**src/rtl/iic_slave_regs.sv**
```systemverilog
// I2C target with a single 7-bit address and an 8-bit register-pointer port.
// SCL/SDA are oversampled on clk; writes become wr_en strobes, reads are fetched via rd_req/rd_data.
module iic_slave_regs #(
  parameter logic [6:0] SLAVE_ADDR  = 7'h68,
  parameter int         SYNC_STAGES = 2
) (
  input  logic       clk,
  input  logic       rst_n,
  input  logic       scl_in,
  input  logic       sda_in,
  output logic       sda_en,
  output logic       wr_en,
  output logic [7:0] wr_addr,
  output logic [7:0] wr_data,
  output logic       rd_req,
  output logic [7:0] rd_addr,
  input  logic [7:0] rd_data,
  output logic       busy,
  output logic       addressed
);

  typedef enum logic [3:0] {
    S_IDLE, S_ADDR, S_ADDR_ACK, S_REG, S_REG_ACK, S_WRITE,
    S_WRITE_ACK, S_READ, S_READ_ACK, S_WAIT, S_IGNORE
  } state_t;

  state_t state, state_next;

  logic [SYNC_STAGES-1:0] scl_sync, sda_sync;
  logic                   scl_d, sda_d;
  logic                   scl, sda;
  logic                   scl_rise, scl_fall, start_cond, stop_cond;

  logic [7:0] shift_reg;
  logic [3:0] bit_cnt;
  logic [7:0] ptr;
  logic       load_pending;
  logic       nack_q;
  logic       byte_done, addr_match, rw;

  // NOTE: synchronizers reset to the idle bus level (high) so releasing
  // reset cannot manufacture a START or STOP out of the flop reset values.
  always_ff @(posedge clk or negedge rst_n) begin
    if (!rst_n) begin
      scl_sync <= '1;
      sda_sync <= '1;
      scl_d    <= 1'b1;
      sda_d    <= 1'b1;
    end else begin
      scl_sync <= {scl_sync[SYNC_STAGES-2:0], scl_in};
      sda_sync <= {sda_sync[SYNC_STAGES-2:0], sda_in};
      scl_d    <= scl_sync[SYNC_STAGES-1];
      sda_d    <= sda_sync[SYNC_STAGES-1];
    end
  end

  assign scl      = scl_sync[SYNC_STAGES-1];
  assign sda      = sda_sync[SYNC_STAGES-1];
  assign scl_rise = scl & ~scl_d;
  assign scl_fall = ~scl & scl_d;
  // SCL must be high in both samples, so a coincident SCL/SDA edge is data.
  assign start_cond = scl & scl_d & sda_d & ~sda;
  assign stop_cond  = scl & scl_d & ~sda_d & sda;

  assign byte_done  = (bit_cnt == 4'd8);
  assign addr_match = (shift_reg[7:1] == SLAVE_ADDR);
  assign rw         = shift_reg[0];
  assign busy       = (state != S_IDLE);

  always_ff @(posedge clk or negedge rst_n) begin
    if (!rst_n) state <= S_IDLE;
    else        state <= state_next;
  end

  // NOTE: next state takes a default before any branch so no path can
  // leave it unassigned and infer a latch.
  always_comb begin
    state_next = state;
    if (start_cond) begin
      state_next = S_ADDR;
    end else if (stop_cond) begin
      state_next = S_IDLE;
    end else if (scl_fall) begin
      unique case (state)
        S_ADDR:      if (byte_done) state_next = addr_match ? S_ADDR_ACK : S_IGNORE;
        S_ADDR_ACK:  state_next = rw ? S_READ : S_REG;
        S_REG:       if (byte_done) state_next = S_REG_ACK;
        S_REG_ACK:   state_next = S_WRITE;
        S_WRITE:     if (byte_done) state_next = S_WRITE_ACK;
        S_WRITE_ACK: state_next = S_WRITE;
        S_READ:      if (byte_done) state_next = S_READ_ACK;
        S_READ_ACK:  state_next = nack_q ? S_WAIT : S_READ;
        default:     state_next = state;
      endcase
    end
  end

  // NOTE: all sequential state uses non-blocking assignments so every flop
  // samples pre-edge values regardless of statement order.
  always_ff @(posedge clk or negedge rst_n) begin
    if (!rst_n) begin
      sda_en       <= 1'b0;
      wr_en        <= 1'b0;
      wr_addr      <= '0;
      wr_data      <= '0;
      rd_req       <= 1'b0;
      rd_addr      <= '0;
      addressed    <= 1'b0;
      shift_reg    <= '0;
      bit_cnt      <= '0;
      ptr          <= '0;
      load_pending <= 1'b0;
      nack_q       <= 1'b0;
    end else begin
      wr_en        <= 1'b0;
      rd_req       <= 1'b0;
      load_pending <= 1'b0;
      if (start_cond || stop_cond) begin
        bit_cnt   <= '0;
        sda_en    <= 1'b0;
        addressed <= 1'b0;
      end else begin
        // Read data arrives one clk after rd_req; present its MSB right away.
        if (load_pending) begin
          shift_reg <= rd_data;
          sda_en    <= ~rd_data[7];
        end
        if (scl_rise) begin
          case (state)
            S_ADDR, S_REG, S_WRITE: begin
              shift_reg <= {shift_reg[6:0], sda};
              bit_cnt   <= bit_cnt + 4'd1;
            end
            S_READ: bit_cnt <= bit_cnt + 4'd1;
            S_WRITE_ACK: begin
              wr_en   <= 1'b1;
              wr_addr <= ptr;
              wr_data <= shift_reg;
              ptr     <= ptr + 8'd1;
            end
            S_READ_ACK: begin
              nack_q <= sda;
              if (!sda) ptr <= ptr + 8'd1;
            end
            default: ;
          endcase
        end
        if (scl_fall) begin
          case (state)
            S_ADDR: if (byte_done) begin
              bit_cnt <= '0;
              if (addr_match) begin
                sda_en    <= 1'b1;
                addressed <= 1'b1;
              end
            end
            S_ADDR_ACK: begin
              sda_en  <= 1'b0;
              bit_cnt <= '0;
              if (rw) begin
                rd_req       <= 1'b1;
                rd_addr      <= ptr;
                load_pending <= 1'b1;
              end
            end
            S_REG: if (byte_done) begin
              ptr     <= shift_reg;
              sda_en  <= 1'b1;
              bit_cnt <= '0;
            end
            S_WRITE: if (byte_done) begin
              sda_en  <= 1'b1;
              bit_cnt <= '0;
            end
            S_REG_ACK, S_WRITE_ACK: begin
              sda_en  <= 1'b0;
              bit_cnt <= '0;
            end
            S_READ: begin
              if (byte_done) begin
                sda_en  <= 1'b0;
                bit_cnt <= '0;
              end else begin
                sda_en    <= ~shift_reg[6];
                shift_reg <= {shift_reg[6:0], 1'b0};
              end
            end
            S_READ_ACK: begin
              bit_cnt <= '0;
              if (!nack_q) begin
                rd_req       <= 1'b1;
                rd_addr      <= ptr;
                load_pending <= 1'b1;
              end
            end
            default: ;
          endcase
        end
      end
    end
  end

endmodule

```
**config.mk**
```make
export PLATFORM = sky130hd
export DESIGN_NAME = iic_slave_regs
export DESIGN_NICKNAME = d
export VERILOG_FILES = /design/src/rtl/iic_slave_regs.sv
export SDC_FILE = /design/constraint.sdc
export NUM_CORES = 1
export LEC_CHECK = 0
export ABC_CLOCK_PERIOD_IN_PS = 2050
export CORE_ASPECT_RATIO = 1.4
export CORE_MARGIN = 2
export CORE_UTILIZATION = 49
export CTS_CLUSTER_SIZE = 20
export DETAILED_ROUTE_END_ITERATION = 8
export GPL_ROUTABILITY_DRIVEN = 0
export PLACE_DENSITY = 0.88
export SETUP_SLACK_MARGIN = 0.3
export SLEW_MARGIN = 10
export SYNTH_ARGS = -nofsm -noshare
export SYNTH_HDL_FRONTEND = slang
export SYNTH_SLANG_ARGS = --single-unit
```
**constraint.sdc**
```tcl
create_clock -name clk -period 2.05 [get_ports clk]
set_input_delay 0.3075 -clock clk [delete_from_list [all_inputs] [get_ports clk]]
set_output_delay 0.3075 -clock clk [all_outputs]
set_load 0.005 [all_outputs]
```
==> impl_metrics.json <==
{
  "status": "complete, no violations",
  "cp-end-kind": "flop",
  "die_area_um2": 6510,
  "first_iter_violations": 225,
  "finalCritPeriodShare_pct": 91.2,
  "synth_area_um2": 2880,
  "cp-start-kind": "flop",
  "hold_viol": 0,
  "slew_headroom_pct": 57.8,
  "synth_cells": 257,
  "maxCapViolCount": 0,
  "critPathKind": "flop to flop",
  "die_h_um": 94.7,
  "worst_slack_ns": 0.180,
  "core_um2": 5780,
  "ys_warn_count": 0,
  "port_buffers": 40,
  "worstPathRequired_ns": 2.28,
  "wirelength_um": 7740,
  "finalSetupTns_ns": 0,
  "cellPowerDensity_nw_per_um2": 653,
  "synthTopCellsByCount": "dfrtp_1 (53), nand2_1 (25), mux2_2 (17)",
  "yosysMostFrequentCell": "dfrtp_1",
  "slowest_stage": "dfstp_2",
  "ioPinCount": 41,
  "rsz0062_at_grt": "true",
  "numCtsBuffers": 9,
  "fp-row-count": 33,
  "syn_area_per_cell_um2": 11.2,
  "drive_gt1_share_pct": 37.7,
  "setup_viol": 0,
  "tightest_slew_ns": 0.633,
  "p_sw_share_pct": 25.6,
  "antenna_found_initial": 0,
  "grt_pass1_vias": 2420,
  "viasPerCell": 6.02,
  "switchingPower_mw": 0.673,
  "worstPathMaxFanout": 7,
  "initial_core_util_pct": 49.8,
  "pwr-share-seq_pct": 50.6,
  "fin_skew_ns": 0.00876,
  "num_vias": 2499,
  "synth-seq-cells": 59,
  "fin_nets": 355,
  "drv_slew": 0,
  "syn_nets": 272,
  "ys_types": 61,
  "final_antenna_net_count": 0,
  "fillers": 379,
  "synth_top_flop_cell": "dfrtp_1",
  "yosysSeqAreaShare_pct": 51.5,
  "arrival_ns": 2.10,
  "grt_start_max_net_pins": 33,
  "clockBufferDepth": 2,
  "p_int_mw": 1.96,
  "power_leakage_nw": 1.80,
  "cts_sinks": 59,
  "grt_pass1_wl_um": 11500,
  "h-tree-depth": 3,
  "grtUsageTotal_pct": 24.2,
  "clkSlewWorstSetupHoldPaths_ns": 0.07,
  "root_buffer": "clkbuf_8",
  "clock_latency_ns": 0.34,
  "synth_edf_count": 0,
  "pre_cts_slack_ns": 0.0876,
  "cts_tree": "done",
  "p_comb_share_pct": 9.4,
  "hpwl_um": 4660,
  "synth.top_cell.area_share_pct": 46.1,
  "yosys-top-cells-area": "dfrtp_1 (46%), mux2_2 (6.6%), dfstp_2 (5.5%)",
  "fmax_mhz": 535,
  "area_growth_pct": 40.1,
  "grt_overflow": 0,
  "antennaDiodeCount": 0,
  "irDropWorstVdd_mv": 0.456,
  "async_reset_ff_share_pct": 100,
  "post-synth-top-area-cell": "dfrtp_1",
  "p_clk_share_pct": 39.9,
  "path_cells": "and4bb_2 -> and2_4 -> o21a_1 -> or2_4 -> o221a_2",
  "drt-pass1-iter-count": 4,
  "die_w_um": 68.8,
  "slowest_delay_ns": 0.58,
  "hold_class": "flop to flop",
  "finalCriticalPeriod_ns": 1.87,
  "drc": 0,
  "avgRoutedWirePerCell_um": 18.6
}
## what timing repair did
item	in CTS	in global routing
setup endpoints to repair	42	46
pin swaps	0	9
hold buffers	1	0
endpoints found under the hold margin	21	0
gates cloned	1	0
resized for setup	20	28
setup buffers	16	7
## worst paths after layout
check	from	end	slack, ns	depth (start not counted)
max	scl_d	shift_reg[3]	0.18	5
min	sda_sync[0]	sda_sync[1]	0.36	0
max reg2reg	scl_d	shift_reg[3]	0.18	5
min reg2reg	sda_sync[0]	sda_sync[1]	0.36	0
max in group asynchronous	rst_n	state[3]	0.93	3
min in group asynchronous	rst_n	rd_addr[5]	0.53	2
## cells in the final DEF (no fill, tap or decap), types with 4 or more instances in the layout
cell,count
nor2_1,13
dfrtp_2,4
xor2_1,4
nand3_1,9
inv_1,7
o221a_4,5
buf_4,35
clkbuf_8,10
or3_1,7
dfrtp_1,49
clkdlybuf4s50_1,38
a21oi_1,8
nand2_1,23
nor3_2,5
mux2_2,17
dfstp_2,6
mux2_4,8
nor3_1,5
## power by group through the flow
stage                     clock, mW  sequential, mW  combinational (mW)
after CTS                      1.07            1.31               0.205
after detailed placement          0            1.34               0.182
after floorplan                   0            1.30              0.0993
final                          1.05            1.33               0.248
after global placement            0            1.34               0.177
after global routing           1.12            1.34               0.265
## layer usage
layer	track usage (%)	wire [µm]	vias up
met5	0	0	-
met3	5.96	409	39
li1	-	-	1102
met4	15.8	402	0
met2	40.7	4130	106
met1	26.3	2790	1252
## stage by stage
step	area [µm²]	std cells	utilization (%)	power, mW	hold slack (ns)
after floorplan	2890	257	-	1.40	0.0119
after global placement	3460	374	59.8	1.51	0.347
after detailed placement	3460	374	59.8	1.52	0.348
after CTS	3860	408	66.9	2.59	0.357
after global routing	4030	415	69.8	2.72	0.363
final	4030	415	69.8	2.63	0.357
## kinds of logic after synthesis
group	Yosys count	synth area share, %
flops	59	51.5
simple gates	100	19.4
mux	26	11.2
fa+ha+maj	3	1.30
buf+inv	19	3.17
compound gates	43	11.3
xor+xnor	7	2.13
## critical path: cells and delay by family, from the launching register on
kind	cells	cell delay (ns)
compound gates	2	0.44
flops	1	0.58
simple gates	3	0.74
## cell type report
type	count	area [µm²]	area share [%]
clock inverters	5	52.6	1.30
flip-flops and latches	59	1490	36.9
repair buffers	82	761	18.9
well taps	70	87.6	2.17
multi-input cells	179	1470	36.4
inverters	9	33.8	0.837
clock buffers	11	141	3.50
No activity file was read; power rests on OpenSTA's default activity.
